## src/rtl/serdesphy_pll_trim_cal.sv

```systemverilog
// PLL VCO coarse-trim calibration sequencer: sweeps all 16 trim codes, scores
// lock/health per code and drives the centre of the passing range to vco_trim.
module serdesphy_pll_trim_cal #(
    parameter int RST_CYCLES    = 24,
    parameter int SETTLE_CYCLES = 2400,
    parameter int MEAS_CYCLES   = 240,
    parameter int CNT_W         = 16
) (
    input  logic        clk_ref_24m,
    input  logic        rst_n,
    input  logic        phy_en,
    input  logic        cal_start,
    input  logic        cal_abort,
    input  logic        pll_lock_raw,
    input  logic        pll_vco_ok,
    input  logic        pll_cp_ok,
    output logic [3:0]  cal_trim,
    output logic        pll_rst_req,
    output logic        cal_busy,
    output logic        cal_done,
    output logic        cal_fail,
    output logic [3:0]  cal_code,
    output logic [15:0] cal_pass_map
);

    typedef enum logic [2:0] {
        ST_IDLE    = 3'd0,
        ST_RESET   = 3'd1,
        ST_SETTLE  = 3'd2,
        ST_MEASURE = 3'd3,
        ST_EVAL    = 3'd4,
        ST_DONE    = 3'd5,
        ST_FAIL    = 3'd6
    } state_t;

    localparam logic [CNT_W-1:0] RST_LAST    = CNT_W'(RST_CYCLES - 1);
    localparam logic [CNT_W-1:0] SETTLE_LAST = CNT_W'(SETTLE_CYCLES - 1);
    localparam logic [CNT_W-1:0] MEAS_LAST   = CNT_W'(MEAS_CYCLES - 1);
    localparam logic [3:0]       TRIM_DEF    = 4'h8;

    state_t      state_q, state_d;
    logic [CNT_W-1:0] cnt_q, cnt_d;
    logic [3:0]  code_q, code_d;
    logic        good_q, good_d;
    logic [3:0]  trim_q, trim_d;
    logic        rst_req_q, rst_req_d;
    logic        busy_q, busy_d;
    logic        done_q, done_d;
    logic        fail_q, fail_d;
    logic [3:0]  sel_q, sel_d;
    logic [15:0] map_q, map_d;

    logic abort_req;
    logic start_ok;
    logic in_sweep;
    logic good_now;

    function automatic logic [3:0] lowest_set(input logic [15:0] m);
        logic [3:0] r;
        r = 4'd0;
        for (int i = 15; i >= 0; i--) begin
            if (m[i]) r = 4'(i);
        end
        return r;
    endfunction

    function automatic logic [3:0] highest_set(input logic [15:0] m);
        logic [3:0] r;
        r = 4'd0;
        for (int i = 0; i < 16; i++) begin
            if (m[i]) r = 4'(i);
        end
        return r;
    endfunction

    // Sum kept 5 bits wide so lo+hi cannot wrap before halving.
    function automatic logic [3:0] midpoint(input logic [3:0] lo, input logic [3:0] hi);
        logic [4:0] s;
        s = {1'b0, lo} + {1'b0, hi};
        return s[4:1];
    endfunction

    assign abort_req = cal_abort || !phy_en;
    assign start_ok  = cal_start && phy_en && !cal_abort;
    assign in_sweep  = (state_q == ST_RESET) || (state_q == ST_SETTLE) ||
                       (state_q == ST_MEASURE) || (state_q == ST_EVAL);
    assign good_now  = good_q & pll_lock_raw & pll_vco_ok & pll_cp_ok;

    always_comb begin
        state_d = state_q;
        cnt_d   = cnt_q;
        code_d  = code_q;
        good_d  = good_q;
        trim_d  = trim_q;
        done_d  = done_q;
        fail_d  = fail_q;
        sel_d   = sel_q;
        map_d   = map_q;

        if (in_sweep && abort_req) begin
            // Partial pass map is deliberately kept for debug visibility.
            state_d = ST_IDLE;
            trim_d  = TRIM_DEF;
            done_d  = 1'b0;
            fail_d  = 1'b0;
        end else begin
            case (state_q)
                ST_IDLE, ST_DONE, ST_FAIL: begin
                    if (start_ok) begin
                        state_d = ST_RESET;
                        code_d  = 4'd0;
                        trim_d  = 4'd0;
                        map_d   = 16'd0;
                        done_d  = 1'b0;
                        fail_d  = 1'b0;
                        cnt_d   = '0;
                        good_d  = 1'b1;
                    end else if (abort_req) begin
                        state_d = ST_IDLE;
                        trim_d  = TRIM_DEF;
                        done_d  = 1'b0;
                        fail_d  = 1'b0;
                    end
                end
                ST_RESET: begin
                    if (cnt_q == RST_LAST) begin
                        state_d = ST_SETTLE;
                        cnt_d   = '0;
                    end else begin
                        cnt_d = cnt_q + 1'b1;
                    end
                end
                ST_SETTLE: begin
                    if (cnt_q == SETTLE_LAST) begin
                        state_d = ST_MEASURE;
                        cnt_d   = '0;
                        good_d  = 1'b1;
                    end else begin
                        cnt_d = cnt_q + 1'b1;
                    end
                end
                ST_MEASURE: begin
                    good_d = good_now;
                    if (cnt_q == MEAS_LAST) begin
                        map_d[code_q] = good_now;
                        cnt_d         = '0;
                        if (code_q == 4'd15) begin
                            state_d = ST_EVAL;
                        end else begin
                            code_d  = code_q + 4'd1;
                            trim_d  = code_q + 4'd1;
                            state_d = ST_RESET;
                        end
                    end else begin
                        cnt_d = cnt_q + 1'b1;
                    end
                end
                ST_EVAL: begin
                    if (map_q == 16'd0) begin
                        state_d = ST_FAIL;
                        sel_d   = TRIM_DEF;
                        trim_d  = TRIM_DEF;
                        fail_d  = 1'b1;
                    end else begin
                        state_d = ST_DONE;
                        sel_d   = midpoint(lowest_set(map_q), highest_set(map_q));
                        trim_d  = midpoint(lowest_set(map_q), highest_set(map_q));
                        done_d  = 1'b1;
                    end
                end
                default: begin
                    state_d = ST_IDLE;
                    trim_d  = TRIM_DEF;
                    done_d  = 1'b0;
                    fail_d  = 1'b0;
                end
            endcase
        end

        busy_d    = (state_d == ST_RESET) || (state_d == ST_SETTLE) ||
                    (state_d == ST_MEASURE) || (state_d == ST_EVAL);
        rst_req_d = (state_d == ST_RESET);
    end

    always_ff @(posedge clk_ref_24m) begin
        if (!rst_n) begin
            state_q   <= ST_IDLE;
            cnt_q     <= '0;
            code_q    <= 4'd0;
            good_q    <= 1'b1;
            trim_q    <= TRIM_DEF;
            rst_req_q <= 1'b0;
            busy_q    <= 1'b0;
            done_q    <= 1'b0;
            fail_q    <= 1'b0;
            sel_q     <= TRIM_DEF;
            map_q     <= 16'd0;
        end else begin
            state_q   <= state_d;
            cnt_q     <= cnt_d;
            code_q    <= code_d;
            good_q    <= good_d;
            trim_q    <= trim_d;
            rst_req_q <= rst_req_d;
            busy_q    <= busy_d;
            done_q    <= done_d;
            fail_q    <= fail_d;
            sel_q     <= sel_d;
            map_q     <= map_d;
        end
    end

    assign cal_trim     = trim_q;
    assign pll_rst_req  = rst_req_q;
    assign cal_busy     = busy_q;
    assign cal_done     = done_q;
    assign cal_fail     = fail_q;
    assign cal_code     = sel_q;
    assign cal_pass_map = map_q;

endmodule
```

## config.mk

```make
export PLATFORM = sky130hd
export DESIGN_NAME = serdesphy_pll_trim_cal
export DESIGN_NICKNAME = d
export VERILOG_FILES = /design/src/rtl/serdesphy_pll_trim_cal.sv
export SDC_FILE = /design/constraint.sdc
export NUM_CORES = 1
export LEC_CHECK = 0
export ABC_CLOCK_PERIOD_IN_PS = 3500
export CAP_MARGIN = 10
export CORE_ASPECT_RATIO = 1.25
export CORE_MARGIN = 10
export CORE_UTILIZATION = 35
export DETAILED_ROUTE_END_ITERATION = 10
export HOLD_SLACK_MARGIN = 0.1
export PLACE_DENSITY_LB_ADDON = 0.1
export SYNTH_ARGS = -nofsm -noshare
export SYNTH_HDL_FRONTEND = slang
export SYNTH_SLANG_ARGS = --single-unit
```

## constraint.sdc

```tcl
create_clock -name clk_ref_24m -period 3.5 [get_ports clk_ref_24m]
set_input_delay 0.875 -clock clk_ref_24m [delete_from_list [all_inputs] [get_ports clk_ref_24m]]
set_output_delay 0.875 -clock clk_ref_24m [all_outputs]
set_load 0.01 [all_outputs]
```

Yosys cells after proc, flatten, opt, wreduce, memory -nomap -nowiden
Cells that the tools add are included.
{"block": "totals", "register_bits": 52, "wordCells": 147}
{"block": "classes", "n_addsub": 3, "magnitude_cmp": 2, "eq_ne": 21, "n_mux": 73, "n_bitwise": 7, "reduce_logical": 30}
{"operator": "two-way mux 4 bit", "n": 42}
{"operator": "two-way mux 16 bit", "n": 5}
{"operator": "one-hot mux 16 bit (4 select lines)", "n": 1}
{"operator": "one-hot mux 16 bit (2 select lines)", "n": 1}
{"operator": "two-way mux 3 bit", "n": 7}
{"operator": "adder 16 x 1 -> 16 bit (second input constant)", "n": 1}
{"operator": "bitwise mux 16 bit", "n": 1}
{"operator": "== test 16 x 12 -> 1 bit (second input constant)", "n": 1}
{"operator": "== test 16 x 5 -> 1 bit (second input constant)", "n": 1}
{"operator": "== test 16 x 8 -> 1 bit (second input constant)", "n": 1}
{"operator": "logical NOT 16 bit", "n": 1}
{"operator": "one-hot mux 4 bit (4 select lines)", "n": 1}
{"operator": "one-hot mux 3 bit (5 select lines)", "n": 1}
{"operator": "== test 3 x 2 -> 1 bit (second input constant)", "n": 4}
{"operator": "== test 3 bit (second input constant)", "n": 4}
{"operator": "AND reduction 4 bit", "n": 3}
{"operator": "one-hot mux 1 bit (3 select lines)", "n": 3}
{"operator": "AND reduction 3 bit", "n": 3}
{"operator": "two-way mux 1 bit", "n": 8}
{"operator": "one-hot mux 4 bit (2 select lines)", "n": 1}
{"operator": "logical OR 1 bit", "n": 7}
{"operator": "== test 3 x 1 -> 1 bit (second input constant)", "n": 2}
{"operator": "!= test 2 x 1 -> 1 bit (second input constant)", "n": 3}
{"operator": "!= test 2 bit (second input constant)", "n": 3}
{"operator": "20 further kinds", "n": 31}

Depth between registers and ports, before layout
{"block": "logic_depth", "word_depth": 22, "depth_mapped": 13, "mapped_depth_nobuf": 13}

Worst setup path before layout
Ideal clock, no wire load.
{"block": "synth_timing", "path_kind": "input to register", "start": "input cal_abort", "end": "register cnt_q[12]", "setup_ps": 117, "arrival_time_ps": 2634, "path_slack_ps": 749, "path_stages": 8, "path_cell_list": "nand2b_1 clkbuf_1 a221oi_1 nand4_1 nor2_1 and3_1 xnor2_1 nor2_1"}
{"block": "synth_via", "elab_chain_len": 4, "elab_cells_between_ends": 7}
{"item": "from (decl)", "line": "13", "rtl": "input logic cal_abort,"}
{"item": "logical NOT 1 bit / logical OR 1 bit (equally long branches)", "line": "84, 83"}
{"item": "logical AND 1 bit, on equally long branches", "line": "84, 100"}
{"item": "!= test 2 bit (no line) / NOT 1 bit (equally long branches)"}
{"item": "AND reduction 3 bit (no line) (*)"}
{"item": "to (signal assigned)", "line": "200", "rtl": "cnt_q <= cnt_d;"}
{"item": "to (decl)", "line": "42", "rtl": "logic [CNT_W-1:0] cnt_q, cnt_d;"}
Mark *: on every way between the ends. The rest lies on a longest branch, timed or not.
A chain may end at the register's enable or synchronous reset.

Worst setup path after layout
{"block": "layout_timing", "start": "register cnt_q[9]", "end": "register map_q[13], in the netlist cal_pass_map[13]"}
{"block": "layout_via", "elab_chain_len": 3}
{"item": "== test 16 x 8 -> 1 bit", "line": "144", "rtl": "if (cnt_q == MEAS_LAST) begin"}
{"item": "!= test 2 x 1 -> 1 bit (no line)"}
{"item": "AND reduction 4 bit (no line)"}
{"item": "to (signal assigned)", "line": "209", "rtl": "map_q <= map_d;"}
{"item": "to (decl)", "line": "51", "rtl": "logic [15:0] map_q, map_d;"}
No other way between the ends.

==> impl_metrics.csv <==
group,metric,value,unit
run_status,outcome,"completed",
floorplanning,die_x,106,um
sta,grt_setup_unrepaired,"false",
final_layout,share_of_cells_above_drive_strength_1,6.68,%
grt,antenna_found_initial,0,
power_and_ir_drop,p_comb_share,6.4,%
setup_path,max_stage_delay_cell_worst_path,"sky130_fd_sc_hd__or4_4",
final_layout,areaGrowthSynthToFinish,18.8,%
sta,layout_min_cycle_time,2.90,ns
setup_path,path_delay_family,"simple AND/OR/NAND/NOR gates",
setup_path,critical_path_cell_by_cell,"or4_4, or3_4, or4_4, nor4_2, and3_1, nand2_1, a21boi_1",
setup_path,timing.critical_path.slowest_cell_delay,0.58,ns
sta,worstMarginPinSlew,0.662,ns
final_layout,final_common_cell,"sky130_fd_sc_hd__dfxtp_1",
grt,grt_pass1_wl,14400,um
grt,residual_overflow_from_global_routing,0,
final_layout,num_antenna_cells,0,
logic_synthesis,synthesized_cell_area,3200,um^2
power_and_ir_drop,switching_share,22.5,%
clock_network,cts_made_buffers,5,
min_path,timing.hold.worst.class,"reg -> reg",
clock_network,ctsLongestPathBuffers,2,
clock_network,numClockSinks,52,
placed_design,dp.final_hpwl,6420,um
setup_path,critPathCaptureType,"register",
floorplanning,std_cell_rows,38,
floorplanning,core,8800,um^2
setup_path,worstPathRequired,3.75,ns
flow_run,drv_cap,0,
sta,timing.final.max_slew_violations,0,
clock_network,cts_root_buf,"sky130_fd_sc_hd__clkbuf_8",
logic_synthesis,synth_async_sr_flop_share,0,%
routing,routed-via-count,3054,
logic_synthesis,avgSynthCellArea,7.68,um^2
final_layout,filler_cell_count,902,
power_and_ir_drop,switchingPower,0.267,mW
routing,vias_per_cell,5.37,
placed_design,final_weighted_congestion_in_routability_driven_placement,0.820,
setup_path,critical_path_startpoint_category,"register",
placed_design,buffer_ports.inserted,35,
logic_synthesis,synthCells,417,
clock_network,clock_h_tree_levels,2,
logic_synthesis,ys_ff_latch,52,
sta,hold_ws,0.472,ns
sta,fraction_of_the_cycle_the_final_worst_path_needs,82.9,%
power_and_ir_drop,power.density_cell_area,311,nW/um^2
logic_synthesis,synth_sequential_area_ratio,32.5,%
power_and_ir_drop,power.ir.vdd_worst,0.153,mV
grt,groute.usage.overall,12.7,%
logic_synthesis,syn-num-nets,434,
floorplanning,floorplan.die.height,127,um
floorplanning,pin_count,36,
routing,drt_iter0_markers,119,
power_and_ir_drop,pwr-share-clk,43.0,%
final_layout,commonest_non_fill_non_tap_cells_in_the_layout,"52 x sky130_fd_sc_hd__dfxtp_1, 48 x sky130_fd_sc_hd__nand2_1, 45 x sky130_fd_sc_hd__nor2_1, 37 x sky130_fd_sc_hd__a21oi_1, 35 x sky130_fd_sc_hd__clkdlybuf4s50_1",
sta,max_clock_freq,344,MHz
routing,avgRoutedWirePerCell,15.1,um
routing,number_of_routed_nets_with_antenna_violations,0,
setup_path,cp_num_buf_inv,0,
clock_network,cts-hold-fix-buffers,0,
sta,timing_hold_violations_final,0,
sta,totalNegativeSetupSlack,0,ns
clock_network,clk_pin_slew,0.10,ns
clock_network,clk-insertion-delay-late,0.31,ns
logic_synthesis,synthDistinctLibCells,61,
sta,setup_viol,0,
final_layout,final_net_count,465,
setup_path,critical_path.most_common_cell,"sky130_fd_sc_hd__or4_4",
routing,detail_route.drc_violations,0,
setup_path,arrival,3.16,ns
routing,detailedRoute.firstPassIterationCount,5,
sta,maxSlewHeadroom,55.4,%
power_and_ir_drop,p_leak,1.40,nW
setup_path,crit_fanout,5,
setup_path,critical_path_class,"reg -> reg",
floorplanning,die-area,13400,um^2
clock_network,tritoncts,"built",
grt,grt_pass1_vias,2887,
power_and_ir_drop,pwr-share-seq,50.6,%
clock_network,post_cts_resized,0,
floorplanning,start_util,36.4,%
power_and_ir_drop,internal_power,0.917,mW
logic_synthesis,synth_warnings,0,
routing,post_route_wl,8620,um
logic_synthesis,synth_enable_flop_cells,0,
sta,final.setup_skew,0.00941,ns
grt,largest_net_degree_at_the_start_of_global_routing,22,
logic_synthesis,synth_flop_cell,"sky130_fd_sc_hd__dfxtp_1",
clock_network,cts.repair_timing.setup_buffer_count,0,
## worst min-delay path: cells and delay by family (launching register included)
family	cells	cell delay [ns]
AND/OR/NAND/NOR	1	0.05
AO/OA/AOI/OAI	1	0.06
flip-flops	1	0.32
## synth_stat cells, drive strengths merged (2+ instances only)
cell,count,area [um^2]
a211o,3,26.3
a211oi,2,15.0
a21boi,17,128
a21o,2,16.3
a21oi,37,185
a221oi,3,32.5
a22oi,3,22.5
a31oi,6,37.5
and2,9,60.1
and3,7,43.8
buf,8,63.8
clkbuf,13,48.8
dfxtp,52,1040
ha,8,100
inv,13,48.8
mux2i,5,50.1
nand2,48,180
nand2b,8,50.1
nand3,9,45.0
nand4,6,37.5
nor2,45,169
nor2b,9,56.3
nor3,10,50.1
nor3b,2,15.0
nor4,10,68.8
o21ai,31,159
o221ai,2,17.5
o22ai,2,12.5
o311ai,2,17.5
o31ai,5,37.5
or3,2,17.5
or4,2,22.5
xnor2,8,70.1
xor2,10,87.6
## layer usage
layer	vias to the layer above	track usage [%]	share of wire [%]
li1	1550	-	-
met1	1420	15.1	44
met2	70	22.3	49
met3	14	2.43	4.7
met4	0	3.91	1.7
met5	-	0	0
## layout make-up
cell class	instances	area, um^2	area share [%]
multi-input combinational	331	2000	52.6
sequential	52	1040	27.4
timing repair buffer	45	425	11.2
tap	120	150	3.95
clock buffer	5	68.8	1.81
clock inverter	3	68.8	1.81
inverter	13	48.8	1.28
## logic make-up (layout without fill, tap and decap cells)
family,count (synthesis),in the layout,share of synthesized area (%)
adder cells (fa/ha/maj),9,9,3.75
AO/OA/AOI/OAI,125,125,24.9
buffers and inverters,34,66,5.04
XOR/XNOR,18,18,4.92
AND/OR/NAND/NOR,174,174,27.3
multiplexers,5,5,1.56
flip-flops,52,52,32.5
## worst paths after layout
kind | slack [ns] | end | depth (start not counted) | from
max | 0.60 | cal_pass_map[13] | 7 | cnt_q[9]
max reg2reg | 0.60 | cal_pass_map[13] | 7 | cnt_q[9]
min | 0.47 | cal_code[0] | 2 | cal_code[0]
min reg2reg | 0.47 | cal_code[0] | 2 | cal_code[0]
## through the flow
stage               std cells  cell area, um^2  total power, mW  setup WS (ns)  util, %
floorplan                 417             3200            0.657          0.749        -
global route              569             3800             1.23          0.345     43.2
CTS                       569             3800             1.20          0.559     43.2
detailed placement        561             3660            0.689          0.442     41.7
global placement          561             3660            0.689          0.467     41.7
finish                    569             3800             1.18          0.597     43.2
## flip-flops by register name, summed over array words and instances (netlist names)
register,cells
pll_rst_req,1
cal_pass_map,16
cnt_q,16
cal_trim,4
good_q,1
cal_code,4
state_q,3
code_q,4
cal_fail,1
cal_busy,1
cal_done,1
## power groups by stage
| stage | clock, mW | combinational [mW] | sequential, mW |
|---|---|---|---|
| after floorplan | 0 | 0.0454 | 0.612 |
| after global placement | 0 | 0.0761 | 0.613 |
| after detailed placement | 0 | 0.0765 | 0.613 |
| after CTS | 0.528 | 0.0767 | 0.599 |
| after global routing | 0.546 | 0.0841 | 0.600 |
| final | 0.510 | 0.0756 | 0.599 |
Note: power is estimated with default switching activity, not from simulation.
